File: src/rtl/mux_pkg.sv
// rtl/mux_pkg.sv - shared constants, state type and sizing helper for arb_mux
package mux_pkg;

    localparam int ARB_RR    = 0;
    localparam int ARB_FIXED = 1;

    typedef enum logic {
        S_EMPTY = 1'b0,
        S_FULL  = 1'b1
    } state_t;

    // Channel index width; never less than one bit.
    function automatic int clog2(input int n);
        int r;
        r = 1;
        for (int i = 1; i < 31; i++) begin
            if ((1 << i) < n) r = i + 1;
        end
        return r;
    endfunction

endpackage

File: src/rtl/rr_arbiter.sv
// rtl/rr_arbiter.sv - combinational round-robin / fixed-priority arbiter
module rr_arbiter
    import mux_pkg::*;
#(
    parameter int  NUM_IN = 4,
    parameter int  MODE   = ARB_RR,
    localparam int SEL_W  = clog2(NUM_IN)
) (
    input  logic [NUM_IN-1:0] req,
    input  logic [SEL_W-1:0]  ptr,
    output logic [NUM_IN-1:0] grant,
    output logic [SEL_W-1:0]  winner
);

    // Search upward from the base, wrapping explicitly so NUM_IN need not be a power of two.
    always_comb begin
        int               base;
        int               idx;
        logic             found;
        logic [SEL_W-1:0] w_idx;
        grant  = '0;
        winner = '0;
        found  = 1'b0;
        base   = (MODE == ARB_FIXED) ? 0 : int'(ptr);
        for (int k = 0; k < NUM_IN; k++) begin
            idx = base + k;
            if (idx >= NUM_IN) idx = idx - NUM_IN;
            w_idx = SEL_W'(idx);
            if (!found && req[w_idx]) begin
                found        = 1'b1;
                grant[w_idx] = 1'b1;
                winner       = w_idx;
            end
        end
    end

endmodule

File: src/rtl/arb_mux.sv
// rtl/arb_mux.sv - registered N-to-1 mux with internal arbitration and valid/ready handshake
module arb_mux
    import mux_pkg::*;
#(
    parameter int  WIDTH  = 16,
    parameter int  NUM_IN = 4,
    parameter int  MODE   = ARB_RR,
    localparam int SEL_W  = clog2(NUM_IN)
) (
    input  logic                    clk,
    input  logic                    reset,
    input  logic [NUM_IN-1:0]       in_valid,
    input  logic [NUM_IN*WIDTH-1:0] in_data,
    output logic [NUM_IN-1:0]       in_ready,
    output logic                    out_valid,
    output logic [WIDTH-1:0]        out_data,
    output logic [SEL_W-1:0]        out_sel,
    input  logic                    out_ready
);

    state_t            r_state;
    state_t            w_state_nxt;
    logic [WIDTH-1:0]  r_data;
    logic [SEL_W-1:0]  r_sel;
    logic [SEL_W-1:0]  r_ptr;
    logic [SEL_W-1:0]  w_winner;
    logic [SEL_W-1:0]  w_ptr_nxt;
    logic [NUM_IN-1:0] w_grant;
    logic [WIDTH-1:0]  w_win_data;
    logic              w_load;

    rr_arbiter #(
        .NUM_IN (NUM_IN),
        .MODE   (MODE)
    ) u_arb (
        .req    (in_valid),
        .ptr    (r_ptr),
        .grant  (w_grant),
        .winner (w_winner)
    );

    // A load is allowed when the output slot is free or being drained this edge.
    assign w_load    = !reset && (|in_valid) && ((r_state == S_EMPTY) || out_ready);
    assign in_ready  = w_load ? w_grant : '0;
    assign w_ptr_nxt = (int'(w_winner) == NUM_IN - 1) ? '0 : w_winner + SEL_W'(1);

    always_comb begin
        w_win_data = in_data[int'(w_winner)*WIDTH +: WIDTH];
    end

    always_comb begin
        w_state_nxt = r_state;
        case (r_state)
            S_EMPTY: if (w_load) w_state_nxt = S_FULL;
            S_FULL:  if (out_ready && !w_load) w_state_nxt = S_EMPTY;
            default: w_state_nxt = S_EMPTY;
        endcase
    end

    always_ff @(posedge clk) begin
        if (reset) begin
            r_state <= S_EMPTY;
            r_data  <= '0;
            r_sel   <= '0;
            r_ptr   <= '0;
        end else begin
            r_state <= w_state_nxt;
            if (w_load) begin
                r_data <= w_win_data;
                r_sel  <= w_winner;
                if (MODE == ARB_RR) r_ptr <= w_ptr_nxt;
            end
        end
    end

    assign out_valid = (r_state == S_FULL);
    assign out_data  = r_data;
    assign out_sel   = r_sel;

endmodule
File: config.mk
export PLATFORM = sky130hd
export DESIGN_NAME = arb_mux
export DESIGN_NICKNAME = d
export VERILOG_FILES = /design/src/rtl/mux_pkg.sv /design/src/rtl/rr_arbiter.sv /design/src/rtl/arb_mux.sv
export SDC_FILE = /design/constraint.sdc
export NUM_CORES = 1
export LEC_CHECK = 0
export ABC_AREA = 0
export BUFFER_PORTS_ARGS = -buffer_cell sky130_fd_sc_hd__buf_4
export CORE_ASPECT_RATIO = 0.6
export CORE_UTILIZATION = 46
export CTS_BUF_LIST = sky130_fd_sc_hd__clkbuf_4 sky130_fd_sc_hd__clkbuf_8 sky130_fd_sc_hd__clkbuf_16
export CTS_CLUSTER_DIAMETER = 30
export DETAILED_ROUTE_END_ITERATION = 7
export PLACE_DENSITY_LB_ADDON = 0.3
export SLEW_MARGIN = 10
export SYNTH_ARGS = -nofsm -noshare
export SYNTH_HDL_FRONTEND = slang
export SYNTH_HIERARCHICAL = 1
export SYNTH_SLANG_ARGS = --single-unit
File: constraint.sdc
create_clock -name clk -period 4.14 [get_ports clk]
set_clock_uncertainty 0.05 [all_clocks]
set_input_delay 0.828 -clock clk [delete_from_list [all_inputs] [get_ports clk]]
set_output_delay 0.828 -clock clk [all_outputs]
set_load 0.01 [all_outputs]
==> impl_results.md, run 1 <==
- Status: complete, but fails checks
- Violated checks: design-rule violations
- Final GP Congestion: 0.741
- # rows: 17
- Nets: 347
- R2R Path Start: r_ptr[0]
- CP Launch Type: register
- Largest family of logic cells by synthesized area: multiplexers
- Hold WS: 0.429 ns
- Post-synthesis adder-cell area fraction: 4.06%
- Ys async rst share: 0%
- Mapped Cells: 187
- Syn nets: 264
- Layout Cells excl Fill: 316
- Fin crit period: 3.32 ns
- Slew Limit Headroom: 22.3%
- Setup slack, reg-to-reg: 0.82 ns
- Worst VDD drop: 0.276 mV
- Worst-skew pair later-pin latency: 0.26 ns
- Starting Density: 49.1%
- Dominant cell type by area after synthesis: dfxtp_1
- RSZ-0062 raised after global routing: no
- DRT Pass-1 Iters: 6
- Worst Setup Path Type: register to register
- Via density: 5.84
- Yosys warns: 6
- Top-level I/O count: 94
- Clock sink count: 21
- Height of the die: 51.1 um
- Max Root-Sink Buffers: 2
- Total GRT Usage: 24.7%
- CTS root buf: clkbuf_8
- Post-synth EDFFs: 0
- Area Growth Syn to Fin: 37.2%
- Final Cycle Share: 80.3%
- Post-synthesis mux area share: 26.7%
- Synth Area in Simple Gates: 17.5%
- HP Start: out_data[7]
- Via count: 1846
- Crit path DAT: 3.42 ns
- CTS clk-pin slew, worst paths: 0.08 ns
- TritonCTS clock tree: built
- PnR worst setup slack: 0.817 ns
- # diodes: 0
- Post-CTS Setup Bufs: 0
- Avg WL per Cell: 16.0 um
- Register area share after synthesis: 22.7%
- Synthesized flop and latch total: 21
- Hold path depth: 2
- Post-Route WL: 5.06 mm
- Top FF cell, synth: dfxtp_1
- Largest net degree at the start of global routing: 24
- Post-DP HPWL: 3.89 mm
- Reg2Reg Depth: 10
- Mapped cell area: 1850 um^2
- IO buf count: 93
- Required time worst endpoint: 4.24 ns
- Post-CTS resize count: 0
- Leak pwr: 0.00113 uW
- CTS H-tree depth: 1
- Detailed router's first-iteration violation count: 91
- DIE AREA: 4280 um^2
- Initial antenna violation count: 0
- Post-synthesis cell type count: 43
- Synth top area cells: dfxtp_1 (23%), mux4_1 (17%), mux4_2 (8.5%)
- PwrDens: 542 nW/um^2
- Synth top cells by count: o21ai_0 (28), a21oi_1 (22), dfxtp_1 (21)
- Hold Path End: out_data[7]
- Final setup fails: 0
- Reg-to-reg critical path endpoint: out_data[2]
- Worst-Margin Slew: 1.16 ns
- Drt drc: 4
- Max Cap Viol: 0
- Vias in the first global route: 1693
- Overflow after GRT: 0
- Accumulated negative setup slack: 0 ns
- Worst slack at placement: 0.579 ns
- Slew Limit Fails: 0
- HP Class: register to register
- XOR/XNOR Fraction of Synth Area: 0%
- DRT antenna net count: 0
- First-pass GRT wire length: 8.14 mm
- Top-count cell post-synth: o21ai_0
- Synth top area share: 22.7%
- Highest net fanout along the worst path: 17
- Die X: 83.8 um
- Inserted Clock Buffers: 3
- F_max: 0.301 GHz
- Setup crit end kind: register
- CTS Hold Bufs: 0
- Post-synthesis compound-gate area fraction: 19.4%
- Avg Inst Size Synth: 9.88 um^2
- # fillers: 305
- Layout cells sized above 1: 45.7%
- Final Hold Fails: 0
- Inst Count DP: 312
- Core area: 3760 um^2
power breakdown:
part,internal [uW],switching [uW]
Sequential,269,35.2
Clock,67.1,69.3
Combinational,508,425
critical path, cell delays in order (launching register included):
cell     delay, ns
dfxtp_1       0.34
inv_1         0.08
ha_1          0.39
nor3_1        0.25
o21ai_0       0.14
o31ai_1       0.09
buf_4         0.18
o31a_1        0.83
mux4_1        0.69
nand3_2       0.10
a21oi_1       0.06
layout make-up:
cell class,instances,area (um^2),area share (%)
Multi-Input combinational cell,142,1260,49.5
Timing Repair Buffer,99,743,29.3
Sequential cell,21,420,16.6
Tap cell,47,58.8,2.32
Clock buffer,3,41.3,1.63
Inverter,3,11.3,0.444
Clock inverter,1,5.00,0.197
logic make-up after synthesis:
| kind of cell | Yosys count |
|---|---|
| fa+ha+maj | 6 |
| simple gates | 53 |
| mux | 21 |
| buf+inv | 24 |
| flops | 21 |
| compound gates | 62 |
registers in the layout, summed over array words and instances (netlist names):
register / count
out_data: 16
out_sel: 2
out_valid: 1
r_ptr: 2
worst max path at each step:
stage / startpoint / end / slack, ns / cells past startpoint
after floorplan: r_ptr[0] / in_ready[0] / 1.06 / 9
after global placement: in_valid[1] / out_data[6] / 0.66 / 9
after detailed placement: in_valid[3] / out_data[2] / 0.58 / 7
after CTS: r_ptr[0] / out_data[2] / 0.80 / 10
after global routing: r_ptr[0] / out_data[11] / 0.47 / 10
final: r_ptr[0] / out_data[2] / 0.82 / 10
layout by cell type (no fill, tap or decap), types with 2 or more instances in the layout:
cell type  netlist  routed
a21oi_1         22      22
a221o_2          4       4
and2_1           4       4
and3b_1          2       2
buf_4            0      99
clkbuf_8         2       3
dfxtp_1         21      21
ha_1             6       6
inv_1            3       3
mux2i_1          2       2
mux4_1          12      12
mux4_2           7       7
nand2_1         10      10
nand2b_1         2       2
nand3_1         17      17
nand3_2          2       2
nor2_1           3       3
nor3_1           2       2
nor3b_1          2       2
o21ai_0         28      28
through the flow:
stage / total power, uW / cell area, um^2 / utilization [%]
after global routing: 1480 / 2540 / 67.4
after floorplan: 1010 / 1850 / -
after detailed placement: 1240 / 2490 / 66.1
after CTS: 1380 / 2540 / 67.4
after global placement: 1210 / 2490 / 66.1
final: 1370 / 2540 / 67.4
metal layers:
metal,GRT usage (%),wire [um],share of wire [%]
met2,41.4,2470,49
met5,0,0,0
met1,33.6,2210,44
met3,5.65,338,6.7
met4,3.16,43,0.85
Note: power is estimated with default switching activity, not from simulation.
==> run 2: changes to the inputs <==
==> constraint.sdc (replaced) <==
create_clock -name clk -period 3.3 [get_ports clk]
set_clock_uncertainty 0.05 [all_clocks]
set_input_delay 0.66 -clock clk [delete_from_list [all_inputs] [get_ports clk]]
set_output_delay 0.66 -clock clk [all_outputs]
set_load 0.01 [all_outputs]
==> impl_results.md, run 2 (synthesized netlist as in run 1, its figures left out) <==
- GR peak layer: met2
- Inserted Clock Buffers: 3 (unchanged)
- Leak pwr: 0.00114 uW (+0.89%)
- Overflow after GRT: 0 (unchanged)
- Status: complete, but fails checks
- Post-Route WL: 4.90 mm (-3.2%)
- Reg-to-reg critical path endpoint: r_ptr[0]
- IO buf count: 93 (unchanged)
- DRT antenna net count: 0 (unchanged)
- # diodes: 0 (unchanged)
- Nets: 349 (+0.58%)
- Height of the die: 51.1 um (unchanged)
- Final Cycle Share: 91.0%
- Max Cap Viol: 0 (unchanged)
- Post-CTS Setup Bufs: 0 (unchanged)
- GRT met1 Usage: 32.8% (-0.81 points)
- Worst slack at placement: 0.397 ns (-0.182 ns)
- Slew Limit Fails: 0 (unchanged)
- Avg WL per Cell: 15.4 um (-3.8%)
- Capture point of the worst path: in_ready[2]
- RSZ-0062 raised after global routing: no
- Met2 usage: 35.0% (-6.4 points)
- Total GRT Usage: 22.4% (-2.2 points)
- CP Launch Type: register
- Accumulated negative setup slack: 0 ns (unchanged)
- Fin util: 67.8% (+0.40 points)
- HP Class: register to register
- Via density: 5.89 (+0.77%)
- CTS clk-pin slew, worst paths: 0.08 ns (about the same)
- Violated checks: design-rule violations
- GRT met3 Usage: 4.85% (-0.81 points)
- Final setup fails: 0 (unchanged)
- CTS Hold Bufs: 0 (unchanged)
- Post-DP HPWL: 3.71 mm (-4.7%)
- TritonCTS clock tree: built
- Origin of the worst setup path: r_ptr[0]
- F_max: 0.333 GHz
- # rows: 17 (unchanged)
- Post-route cell area: 2550 um^2 (+0.59%)
- Setup crit end kind: primary output
- Initial antenna violation count: 0 (unchanged)
- Required time worst endpoint: 2.59 ns (-1.65 ns)
- Drt drc: 4 (unchanged)
- Worst Setup Path Type: register to primary output
- Area Growth Syn to Fin: 38.1%
- Top-level I/O count: 94 (unchanged)
- DIE AREA: 4280 um^2 (unchanged)
- Layout cells sized above 1: 46.1% (+0.40 points)
- Worst-Margin Slew: 0.455 ns (-0.707 ns)
- PwrDens: 678 nW/um^2 (+25%)
- DRT Pass-1 Iters: 7 (+1)
- Setup slack, reg-to-reg: 0.55 ns (-0.27 ns)
- Highest net fanout along the worst path: 6 (-11)
- CTS H-tree depth: 1 (unchanged)
- Core area: 3760 um^2 (unchanged)
- Starting Density: 49.1% (unchanged)
- Via count: 1872 (+1.4%)
- Fin crit period: 3.00 ns
- # fillers: 310 (+1.6%)
- Commonest non-fill, non-tap cell in the layout: buf_4
- PnR worst setup slack: 0.298 ns (-0.519 ns)
- Most frequent cells in the layout: buf_4 (101), o21ai_0 (28), a21oi_1 (22), dfxtp_1 (21), nand3_1 (17)
- Detailed router's first-iteration violation count: 93 (+2.2%)
- R2R Path Start: r_ptr[0]
- Reg2Reg Depth: 10 (unchanged)
- Slew Limit Headroom: 69.4% (+47 points)
- Largest net degree at the start of global routing: 23 (-4.2%)
- First-pass GRT wire length: 7.63 mm (-6.2%)
- Worst VDD drop: 0.320 mV (+16%)
- Crit path DAT: 2.29 ns (-1.13 ns)
- Vias in the first global route: 1573 (-7.1%)
- Area post-placement: 2500 um^2 (+0.60%)
- Max Root-Sink Buffers: 2 (unchanged)
- Final GP Congestion: 0.795 (+7.2%)
- Post-CTS resize count: 0 (unchanged)
- CTS root buf: clkbuf_8
- Max reg flops: 16 (unchanged)
- Die X: 83.8 um (unchanged)
- Final Hold Fails: 0 (unchanged)
- Hold path depth: 2 (unchanged)
- Clock sink count: 21 (unchanged)
- Worst-skew pair later-pin latency: 0.26 ns (about the same)
[run 2: changes by cell type in the layout (fill, tap and decap cells not counted)]
cell,previous run,this run
buf_4,99,101
[run 2: through the flow]
stage	cells	hold slack [ns]	total power [uW]
3_5_place_dp	314	0.416	1570
6_report	318	0.427	1730
5_1_grt	318	0.449	1850
2_1_floorplan	187	0.442	1270
4_1_cts	318	0.427	1740
3_3_place_gp	314	0.413	1550
[run 2: per-layer routing]
| metal | vias up | wire (um) |
|---|---|---|
| li1 | 893 | - |
| met1 | 891 | 2310 |
| met2 | 84 | 2220 |
| met3 | 4 | 335 |
| met4 | 0 | 36 |
| met5 | - | 0 |
[run 2: critical path, stage by stage, from the launching register on]
cell	delay, ns
dfxtp_1	0.33
inv_1	0.08
ha_1	0.41
mux4_2	0.40
or2_4	0.30
nor2b_4	0.14
a221o_2	0.14
and2_1	0.11
buf_4	0.12
[run 2: where the power goes]
part	internal [uW]	leakage (uW)	switching, uW
combinational	653	0.000941	530
clock	84.1	0.0000255	83.9
sequential	338	0.000174	41.8
total	1070	0.00114	655
[run 2: final cells by class]
| type | count | area (um^2) | share of cell area, % |
|---|---|---|---|
| multi-input combinational | 142 | 1260 | 49.2 |
| clock buffer | 3 | 41.3 | 1.62 |
| sequential | 21 | 420 | 16.5 |
| tap | 47 | 58.8 | 2.31 |
| clock inverter | 1 | 5.00 | 0.196 |
| timing repair buffer | 101 | 758 | 29.7 |
| inverter | 3 | 11.3 | 0.441 |
[run 2: worst min-delay path by stage]
stage | startpoint | to
CTS | out_data[2] | out_data[2]
finish | out_data[2] | out_data[2]
global route | out_data[2] | out_data[2]
detailed placement | out_data[2] | out_data[2]
floorplan | out_data[11] | out_data[11]
global placement | out_sel[1] | out_sel[1]
